<file path="src/rtl/phy_tx_arbiter.sv">
`default_nettype none
// ============================================================================
// Module   : phy_tx_arbiter
// Purpose  : Round-robin arbiter sharing the 32-bit PHY transmit datapath
//            between two word requesters, one word per WORD_CYCLES slot.
// Revision : 1.0 - initial release
// ============================================================================
module phy_tx_arbiter #(
    parameter int WORD_CYCLES = 32,
    parameter int MAX_BURST   = 4
) (
    input  logic        clk_32f,
    input  logic        reset,
    input  logic        req0_valid,
    input  logic [31:0] req0_data,
    input  logic        req0_last,
    output logic        req0_ready,
    input  logic        req1_valid,
    input  logic [31:0] req1_data,
    input  logic        req1_last,
    output logic        req1_ready,
    output logic        valid_out,
    output logic [31:0] Data_out,
    output logic [1:0]  grant,
    output logic        slot_start
);

    localparam int                 c_CNT_W     = $clog2(WORD_CYCLES);
    localparam logic [c_CNT_W-1:0] c_LAST_SLOT = c_CNT_W'(WORD_CYCLES - 1);
    localparam logic [c_CNT_W-1:0] c_CNT_ONE   = c_CNT_W'(1);
    localparam logic [3:0]         c_MAX_BURST = 4'(MAX_BURST);

    logic [c_CNT_W-1:0] r_slot_cnt;
    logic               r_valid_out;
    logic [31:0]        r_data_out;
    logic [1:0]         r_grant;
    logic               r_last_owner;
    logic               r_lock;
    logic [3:0]         r_burst_cnt;

    logic               w_dec;
    logic               w_sel;
    logic               w_sel_valid;
    logic               w_xfer;
    logic [31:0]        w_sel_data;
    logic               w_sel_last;
    logic [3:0]         w_burst_next;
    logic               w_release;

    // Under lock the last owner is the only candidate; a missing word idles the slot.
    always_comb begin
        w_sel       = 1'b0;
        w_sel_valid = 1'b0;
        if (r_lock) begin
            w_sel       = r_last_owner;
            w_sel_valid = r_last_owner ? req1_valid : req0_valid;
        end else if (req0_valid && req1_valid) begin
            w_sel       = ~r_last_owner;
            w_sel_valid = 1'b1;
        end else if (req0_valid) begin
            w_sel       = 1'b0;
            w_sel_valid = 1'b1;
        end else if (req1_valid) begin
            w_sel       = 1'b1;
            w_sel_valid = 1'b1;
        end
    end

    assign w_dec        = (r_slot_cnt == c_LAST_SLOT);
    assign w_xfer       = w_dec && w_sel_valid;
    assign w_sel_data   = w_sel ? req1_data : req0_data;
    assign w_sel_last   = w_sel ? req1_last : req0_last;
    assign w_burst_next = r_burst_cnt + 4'd1;
    assign w_release    = w_sel_last || (w_burst_next == c_MAX_BURST);

    assign req0_ready = reset && w_xfer && !w_sel;
    assign req1_ready = reset && w_xfer &&  w_sel;
    assign valid_out  = r_valid_out;
    assign Data_out   = r_data_out;
    assign grant      = r_grant;
    assign slot_start = (r_slot_cnt == '0);

    always_ff @(posedge clk_32f or negedge reset) begin
        if (!reset) begin
            r_slot_cnt   <= '0;
            r_valid_out  <= 1'b0;
            r_data_out   <= 32'h0;
            r_grant      <= 2'b00;
            r_last_owner <= 1'b1;
            r_lock       <= 1'b0;
            r_burst_cnt  <= 4'd0;
        end else begin
            // Power-of-two slot length lets the counter wrap naturally.
            r_slot_cnt <= r_slot_cnt + c_CNT_ONE;
            if (w_dec) begin
                if (w_xfer) begin
                    r_valid_out  <= 1'b1;
                    r_data_out   <= w_sel_data;
                    r_grant      <= w_sel ? 2'b10 : 2'b01;
                    r_last_owner <= w_sel;
                    if (w_release) begin
                        r_lock      <= 1'b0;
                        r_burst_cnt <= 4'd0;
                    end else begin
                        r_lock      <= 1'b1;
                        r_burst_cnt <= w_burst_next;
                    end
                end else begin
                    r_valid_out <= 1'b0;
                    r_data_out  <= 32'h0;
                    r_grant     <= 2'b00;
                    r_lock      <= 1'b0;
                    r_burst_cnt <= 4'd0;
                end
            end
        end
    end

endmodule
`default_nettype wire

</file>
<file path="config.mk">
export PLATFORM = sky130hd
export DESIGN_NAME = phy_tx_arbiter
export DESIGN_NICKNAME = d
export VERILOG_FILES = /design/src/rtl/phy_tx_arbiter.sv
export SDC_FILE = /design/constraint.sdc
export NUM_CORES = 1
export LEC_CHECK = 0
export BUFFER_PORTS_ARGS = -buffer_cell sky130_fd_sc_hd__buf_4
export CORE_ASPECT_RATIO = 1.4
export CORE_UTILIZATION = 40
export CTS_CLUSTER_DIAMETER = 80
export DETAILED_ROUTE_END_ITERATION = 8
export PLACE_DENSITY = 0.7
export SLEW_MARGIN = 20
export SYNTH_ARGS = -nofsm -noshare
export SYNTH_HDL_FRONTEND = slang
export SYNTH_SLANG_ARGS = --single-unit
</file>
<file path="constraint.sdc">
create_clock -name clk_32f -period 4.8 [get_ports clk_32f]
set_input_delay 0.96 -clock clk_32f [delete_from_list [all_inputs] [get_ports clk_32f]]
set_output_delay 0.96 -clock clk_32f [all_outputs]
set_load 0.05 [all_outputs]
</file>
### Word-level counts from Yosys, hierarchy flattened

Cells that the tools add are included.

| word-level totals | value |
|---|---|
| register bits after elaboration | 46 |
| input port bits | 70 |
| output and inout bits | 38 |
| word-level logic and storage cells | 39 |

| operators by class | value |
|---|---|
| add/subtract/negate cells | 2 |
| eq/ne operators | 2 |
| muxes and demuxes | 18 |
| bitwise logic cells | 1 |
| reduce and logical (&&, ||, !) cells | 9 |

Operator list:

| kind | number |
|---|---|
| 32-bit two-way mux | 2 |
| 1-bit two-way mux | 12 |
| 4-bit two-way mux | 2 |
| 5-bit by 1-bit adder with 5-bit output, second input constant | 1 |
| 5-bit == test, second input constant | 1 |
| 1-bit logical AND | 5 |
| 5-bit zero test | 1 |
| 4-bit by 1-bit adder with 4-bit output, second input constant | 1 |
| 4-bit by 3-bit == test with 1-bit output, second input constant | 1 |
| 2-bit two-way mux | 2 |
| 2-bit AND reduction | 1 |
| 1-bit zero test | 1 |
| 1-bit logical OR | 1 |
| 1-bit NOT | 1 |

### Logic depth before layout (Yosys ltp)

Gate-level depths: netlist (run 1).

| depth | value |
|---|---|
| depth in word-level cells | 8 |
| depth in mapped cells | 8 |
| depth with buffers taken out | 7 |

### Least setup slack after synthesis (run 1)

OpenSTA, ideal clock, no wires.

| path | value |
|---|---|
| path kind | input to output |
| start | input req0_valid |
| end | output req0_ready |
| arrival time | 2.296 ns |
| data required time | 3.840 ns |
| slack | 1.544 ns |
| cell stages on the path | 5 |
| buffers on the path | 1 |
| path through | a21boi_0 -> nand2_1 -> a31oi_1 -> buf_2 -> and2_1 |

| between the ends | value |
|---|---|
| longest elaborated chain between the ends | 6 |

Ends and longest elaborated chain:

| element | RTL line | RTL |
|---|---|---|
| from (decl) | 14 | `input logic req0_valid,` |
| 1-bit two-way mux / 1-bit logical AND (equally long branches) | 60, 57 |  |
| 1-bit two-way mux | 57 | `end else if (req0_valid && req1_valid) begin` |
| 1-bit two-way mux | 54 | `if (r_lock) begin` |
| 1-bit logical AND | 70 | `assign w_xfer = w_dec && w_sel_valid;` |
| 1-bit logical AND | 76 | `assign req0_ready = reset && w_xfer && !w_sel;` |
| 1-bit logical AND (*) | 76 |  |
| to (decl) | 17 | `output logic req0_ready,` |

Mark *: on every way between the ends. The rest lies on a longest branch, timed or not.

### Worst setup path after layout (run 1)

Ends and elaborated chain as after synthesis.

==> flow_summary.ini, run 1 <==
[clocking]
post_cts_buffers = 0
worstSkewPairLatency_ps = 300
cts_tree = built
numCtsBuffers = 5
cts_root_buffer = clkbuf_8
h-tree-depth = 2
clockBufferDepth = 2
postCtsHoldBufs = 0
clkSinkCount = 46
post_cts_resized = 0
clk_pin_slew_ps = 80

[timing]
finalSetupTns_ps = 0
clock.fmax_mhz = 304.2
period_share_pct = 68.49
final.setup.worst_slack_ps = 1512
tightest_slew_ps = 592.0
report.final.hold_viol_count = 0
period_needed_ps = 3288
finalSetupViolations = 0
fin_skew_ps = 6.998
max_slew_margin_pct = 60.54
rsz0062_at_grt = false
slew_violations = 0

[yosys]
synth_edf_count = 0
synthCells = 170
yosysUniqueCellTypes = 35
netlist_area_um2 = 2081
synth_top_family_by_area = compound AO/OA/AOI/OAI gates
synth-compound-area-share_pct = 21.11
synth_seq_cells = 46
synthMuxAreaShare_pct = 0.9621
synth_xor_area_share_pct = 1.263
synthAdderAreaFrac_pct = 3.007
synth_most_common_cell = dfrtp_1
ys_top_cells_by_area = dfrtp_1, a221o_1, nor2b_1
netlist_top_cells_count = dfrtp_1, a221o_1, nor2b_1
seq_area_frac_synth_pct = 55.38
synth_top_area_cell = dfrtp_1
synth_top_flop_cell = dfrtp_1
yosys_warnings = 0
synth_top_area_share_pct = 54.12
syn_area_per_cell_um2 = 12.24
synth-simple-area-share_pct = 15.03
synth_nets = 245
synthArstFlopShare_pct = 100.0

[placed_design]
dp_hpwl_um = 3754
gp_congestion = 0.7442
io_buffers = 107
pre_cts_ws_ps = 1512

[critical_path]
cpMostUsedCell = buf_4
critPathBufInv = 3
start_kind = input pin
reg2regPathDepth = 8
worstPathMaxFanout = 35
required_ps = 3840
r2r_slack_ps = 2520
critPathMaxStageDelay_ps = 380
cp.arrival_ps = 2330
r2r_start = r_slot_cnt[0]$_DFF_PN0_
cp-end-kind = output pin
cp_slowest_cell = buf_4
path_class = in -> out
worst-path-stages = 7
path_cells = buf_4, a21boi_0, nand2_1, a31oi_4, buf_4, and2_1, buf_4
critical_path.startpoint = req0_valid
cp_top_family = buffers and inverters
rr_endpoint = r_burst_cnt[2]$_DFFE_PN0N_

[hold_path]
hold_path_end = r_slot_cnt[0]$_DFF_PN0_
min_path_type = reg -> reg
worstHoldStart = r_slot_cnt[0]$_DFF_PN0_
whs_path_depth = 1

[floorplanning]
fp.dieH_um = 87.34
rows = 30
start_util_pct = 42.32
boundaryPins = 108
core_region_area_um2 = 4917
dieArea_um2 = 5498
dieWidth_um = 62.96

[route]
wire_per_inst_um = 15.81
drt-initial-drc-count = 79
drc = 0
vias = 1789
viasPerCell = 5.231
ant_nets = 0
drtPass1Iterations = 4
routed_wl_um = 5408

[global_route]
grt_pass1_wl_um = 8604
track_usage_pct = 20.44
grt_pass1_vias = 1795
grt_overflow = 0
antenna_found_initial = 0
grt_max_degree = 49

[final_layout]
seqCellArea_um2 = 1152
nFillCells = 439
n_antenna_cell = 0
multiInputGateArea_um2 = 878.3
final_nets = 352
syn_to_final_growth_pct = 47.99
drive_gt1_share_pct = 43.53

[pwr]
clockPowerShare_pct = 34.3
power_density_nw_per_um2 = 281.1
switching_share_pct = 25.59
peakVddDrop_uv = 160.4
seqPwrFrac_pct = 47.6
p_int_mw = 0.6440
p_comb_share_pct = 18.1
total_power_mw = 0.8655
p_leak_nw = 1.593
switchingPower_mw = 0.2215

[job]
cap_violations = 0

[outcome]
status = complete, no violations
-- power by group through the flow --
| stage | registers, mW | clock network, mW | logic, mW |
|---|---|---|---|
| floorplan | 0.470 | 0 | 0.0243 |
| global placement | 0.419 | 0 | 0.157 |
| detailed placement | 0.419 | 0 | 0.158 |
| CTS | 0.412 | 0.306 | 0.158 |
| global route | 0.414 | 0.325 | 0.166 |
| finish | 0.412 | 0.297 | 0.157 |
-- per-layer routing --
layer | up-vias | track usage [%] | share of wire [%]
met4 | 0 | 6.977 | 1.8
met3 | 9 | 4.319 | 3.8
met5 | - | 0 | 0
met1 | 876 | 24.75 | 40
li1 | 849 | - | -
met2 | 55 | 35.78 | 54
-- worst max-delay path by stage --
stage,endpoint,slack [ps]
final,req0_ready,1510
after detailed placement,req0_ready,1510
after global routing,req0_ready,1340
after floorplan,req0_ready,1540
after CTS,req0_ready,1510
after global placement,req0_ready,1560
-- cell families (layout without fill, tap and decap cells) --
family,count (synthesis),in the layout
AOI/OAI and AO/OA,49,49
xor gates and xnor gates,3,3
adders and majority gates,5,5
buffers and inverters,17,125
DFF,46,46
muxes,2,2
and+or+nand+nor,48,48
-- registers in the layout (all words and copies together) (netlist names) --
register / count
valid_out: 1
r_last_owner: 1
r_lock: 1
r_burst_cnt: 4
Data_out: 32
r_slot_cnt: 5
grant: 2
-- placed cells by master, fill, tap and decap left out, types with 3 or more instances in the layout --
cell type,instances
ha_1,5
buf_4,110
a21o_1,3
inv_1,7
nor2b_1,32
dfrtp_1,45
clkbuf_8,6
a221o_1,32
nand3_1,3
-- stage by stage --
stage / instances / utilization, % / hold slack [ps] / cell area, um2
2_1_floorplan: 170 / - / 442.0 / 2081
3_3_place_gp: 334 / 60.25 / 453.9 / 2963
3_5_place_dp: 334 / 60.25 / 473.4 / 2963
4_1_cts: 342 / 62.62 / 486.6 / 3079
5_1_grt: 342 / 62.62 / 516.4 / 3079
6_report: 342 / 62.62 / 485.4 / 3079
-- worst reg2reg max path, stage by stage, from the launching register on --
cell	delay, ps
dfrtp_1	380
ha_1	180
and3_1	150
ha_1	160
buf_4	370
o221ai_1	310
a211o_1	370
nor3b_2	200
a21o_1	100
-- layout make-up --
type | count | share of cell area (%)
flip-flops and latches | 46 | 37.42
multi-input cells | 107 | 28.53
repair buffers | 110 | 26.82
clock buffers | 7 | 2.804
well taps | 64 | 2.601
clock inverters | 1 | 0.9752
inverters | 7 | 0.8533
Note: power is estimated with default switching activity, not from simulation.
==> run 2: changes to the inputs <==
- PLACE_DENSITY: 0.7 -> 0.73
- clock period: 4.8 -> 2.9 ns (I/O delays scaled with it)
==> flow_summary.ini, run 2 (synthesis gave the netlist of run 1 again) <==
[clocking]
post_cts_buffers = 0
numCtsBuffers = 5
worstSkewPairLatency_ps = 300
clk_pin_slew_ps = 80
clockBufferDepth = 2
post_cts_resized = 0
clkSinkCount = 46
cts_tree = built
h-tree-depth = 2
postCtsHoldBufs = 0
cts_root_buffer = clkbuf_8

[floorplanning]
boundaryPins = 108
start_util_pct = 42.32
dieArea_um2 = 5498
dieWidth_um = 62.96
core_region_area_um2 = 4917
fp.dieH_um = 87.34
rows = 30

[global_route]
grt_pass1_vias = 1841
track_usage_pct = 20.81
antenna_found_initial = 0
grt_pass1_wl_um = 8659
grt_max_degree = 47
grt_overflow = 0

[critical_path]
cp.arrival_ps = 1970
cp_top_family = simple AND/OR/NAND/NOR gates
required_ps = 2320
critPathMaxStageDelay_ps = 400
start_kind = register
cp_slowest_cell = dfrtp_1
worstPathMaxFanout = 16
r2r_start = r_slot_cnt[1]$_DFF_PN0_
cp-end-kind = output pin
critical_path.startpoint = r_slot_cnt[0]$_DFF_PN0_
path_class = reg -> out
critPathBufInv = 2
path_cells = ha_1, and3_1, ha_1, buf_4, nand3_1, nor2_2, and2_1, buf_4

[hold_path]
min_path_type = in -> async

[pwr]
total_power_mw = 1.353
power_density_nw_per_um2 = 440.2
p_comb_share_pct = 19.4
seqPwrFrac_pct = 50.4
p_leak_nw = 1.592
clockPowerShare_pct = 30.2
p_int_mw = 0.9776
switching_share_pct = 27.72
switchingPower_mw = 0.3750
peakVddDrop_uv = 270.0

[placed_design]
dp_hpwl_um = 3875
place_area_um2 = 2978
gp_congestion = 0.7254
io_buffers = 107
pre_cts_ws_ps = 666.3

[outcome]
status = complete, no violations

[final_layout]
largest_register_ffs = 32
final_cell_mix = buf_4, dfrtp_1, nor2b_1, a221o_1, inv_1
drive_gt1_share_pct = 44.29
final_common_cell = buf_4
n_antenna_cell = 0
nFillCells = 423
final_core_util_pct = 62.49
syn_to_final_growth_pct = 47.69
finalInstanceArea_um2 = 3073
final_nets = 354

[timing]
final.setup.worst_slack_ps = 350.0
fin_skew_ps = 8.774
max_slew_margin_pct = 61.60
period_share_pct = 87.93
clock.fmax_mhz = 392.2
tightest_slew_ps = 575.9
slew_violations = 0
finalSetupTns_ps = 0
report.final.hold_viol_count = 0
rsz0062_at_grt = false
finalSetupViolations = 0
period_needed_ps = 2550

[route]
drc = 0
wire_per_inst_um = 15.66
viasPerCell = 5.253
vias = 1807
ant_nets = 0
routed_wl_um = 5387
drt-initial-drc-count = 67
drtPass1Iterations = 4

[job]
cap_violations = 0
run 2: path summary, 6_finish.rpt:
path / endpoint / slack (ps) / cells past startpoint
max in group asynchronous: Data_out[28]$_DFFE_PN0N_ / 2120 / 2
min in group clk_32f: r_slot_cnt[0]$_DFF_PN0_ / 470 / 1
setup reg to reg: r_burst_cnt[2]$_DFFE_PN0N_ / 800 / 8
hold / removal: Data_out[26]$_DFFE_PN0N_ / 380 / 2
hold reg to reg: r_slot_cnt[0]$_DFF_PN0_ / 470 / 1
setup / recovery: req1_ready / 350 / 8
run 2: layout make-up:
| class | instances | area [um2] | share of cell area [%] |
|---|---|---|---|
| flip-flops and latches | 46 | 1152 | 37.50 |
| clock inverters | 2 | 12.51 | 0.4072 |
| well taps | 64 | 80.08 | 2.606 |
| multi-input cells | 107 | 878.3 | 28.58 |
| inverters | 7 | 26.28 | 0.8550 |
| clock buffers | 6 | 82.58 | 2.687 |
| repair buffers | 112 | 840.8 | 27.36 |
run 2: per-stage QoR:
step | instances | hold slack (ps)
after floorplan | 170 | 284.4
after global placement | 336 | 453.0
after detailed placement | 336 | 462.2
after CTS | 344 | 400.9
after global routing | 344 | 419.7
final | 344 | 376.1
run 2: power groups by stage:
stage / combinational (mW) / clock [mW] / sequential, mW
final: 0.263 / 0.408 / 0.682
after global routing: 0.278 / 0.446 / 0.686
after CTS: 0.265 / 0.421 / 0.682
after detailed placement: 0.265 / 0 / 0.693
after global placement: 0.264 / 0 / 0.694
after floorplan: 0.0403 / 0 / 0.778
run 2: routing by layer:
metal  track usage, %  share of wire, %  vias up  routed length (um)
met5                0                 0        -                   0
met3            3.665               4.4        9                 236
met4            10.78               2.0        0                 110
met1            24.53                41      886                2201
met2            36.07                53       56                2838
li1                 -                 -      856                   -
==> run 3: changes to the inputs <==
- PLACE_DENSITY: 0.73 -> 0.75
==> flow_summary.ini, run 3 (synthesis gave the netlist of run 1 again) <==
[outcome]
status = complete, no violations

[placed_design]
dp_hpwl_um = 3899
io_buffers = 107
gp_congestion = 0.7703

[clocking]
clkSinkCount = 46
cts_root_buffer = clkbuf_8
worstSkewPairLatency_ps = 290
post_cts_buffers = 0
h-tree-depth = 2
clockBufferDepth = 2
postCtsHoldBufs = 0
post_cts_resized = 0
clk_pin_slew_ps = 80
numCtsBuffers = 5
cts_tree = built

[global_route]
grt_pass1_vias = 1739
grt_overflow = 0
grt_max_degree = 47
antenna_found_initial = 0
grt_pass1_wl_um = 8514
track_usage_pct = 20.53

[route]
drt-initial-drc-count = 54
wire_per_inst_um = 15.66
routed_wl_um = 5387
drtPass1Iterations = 4
viasPerCell = 5.172
drc = 0
vias = 1779
ant_nets = 0

[timing]
max_slew_margin_pct = 61.94
clock.fmax_mhz = 394.7
finalSetupViolations = 0
fin_skew_ps = 5.819
slew_violations = 0
finalSetupTns_ps = 0
worst_hold_slack_ps = 385.8
rsz0062_at_grt = false
tightest_slew_ps = 570.8
report.final.hold_viol_count = 0
period_needed_ps = 2534
period_share_pct = 87.36

[hold_path]
min_path_type = in -> async

[critical_path]
critical_path.startpoint = r_slot_cnt[0]$_DFF_PN0_
path_class = reg -> out
cp.arrival_ps = 1950
required_ps = 2320
start_kind = register
cp-end-kind = output pin
r2r_slack_ps = 780
r2r_start = r_slot_cnt[0]$_DFF_PN0_
worstPathMaxFanout = 13

[floorplanning]
start_util_pct = 42.32
rows = 30
fp.dieH_um = 87.34
dieWidth_um = 62.96
boundaryPins = 108
core_region_area_um2 = 4917
dieArea_um2 = 5498

[final_layout]
final_cell_mix = buf_4, dfrtp_1, nor2b_1, a221o_1, inv_1
largest_register_ffs = 32
final_common_cell = buf_4
nFillCells = 416
syn_to_final_growth_pct = 47.50
n_antenna_cell = 0
final_nets = 354
drive_gt1_share_pct = 43.93

[pwr]
p_leak_nw = 1.593
power_density_nw_per_um2 = 436.0
peakVddDrop_uv = 281.3

[job]
cap_violations = 0
## run 3: cell types whose count changed in the layout (fill, tap and decap cells not counted), sizes merged
cell,change
clkbuf,+1
clkinvlp,-1
## run 3: cell type report
class	count	area, um2	area share (%)
sequential	46	1152	37.55
inverter	7	26.28	0.8561
multi-input combinational	107	878.3	28.62
clock buffer	7	86.33	2.813
tap	64	80.08	2.609
clock inverter	1	5.005	0.1631
timing repair buffer	112	840.8	27.40
## run 3: stage by stage
step           power [mW]  cells  util (%)  setup WS (ps)  cell area (um2)
2_1_floorplan      0.8183    170         -          148.8             2081
6_report            1.338    344     62.42          366.5             3069
4_1_cts             1.354    344     62.42          342.5             3069
3_5_place_dp       0.9581    336     60.56          676.7             2978
5_1_grt             1.403    344     62.42          232.9             3069
3_3_place_gp       0.9560    336     60.56          713.8             2978
## run 3: worst paths after layout
kind | endpoint | cells past startpoint
max | req1_ready | 8
min | Data_out[29]$_DFFE_PN0N_ | 2
max reg2reg | r_burst_cnt[2]$_DFFE_PN0N_ | 8
min reg2reg | r_slot_cnt[0]$_DFF_PN0_ | 1
max in group asynchronous | r_burst_cnt[1]$_DFFE_PN0N_ | 2
min in group clk_32f | r_slot_cnt[0]$_DFF_PN0_ | 1
## run 3: power breakdown
| group | internal, mW | total [mW] | switching (mW) | leakage, nW |
|---|---|---|---|---|
| clock network | 0.192 | 0.395 | 0.202 | 0.0482 |
| registers | 0.666 | 0.682 | 0.0153 | 0.589 |
| logic | 0.120 | 0.262 | 0.142 | 0.956 |
| total | 0.978 | 1.34 | 0.360 | 1.59 |
## run 3: worst max-delay path, cell delays in order, from the launching register on
cell,delay (ps)
dfrtp_1,400
ha_1,230
and3_1,150
ha_1,200
buf_4,190
nand3_1,100
nor2_2,40
and2_1,150
buf_4,180
## run 3: metal layers
| metal | share of wire (%) | wire (um) | vias to the layer above | global-route usage (%) |
|---|---|---|---|---|
| li1 | - | - | 852 | - |
| met1 | 40 | 2171 | 866 | 24.83 |
| met2 | 54 | 2898 | 55 | 34.70 |
| met3 | 4.4 | 238 | 6 | 4.712 |
| met4 | 1.5 | 79 | 0 | 9.091 |
| met5 | 0 | 0 | - | 0 |
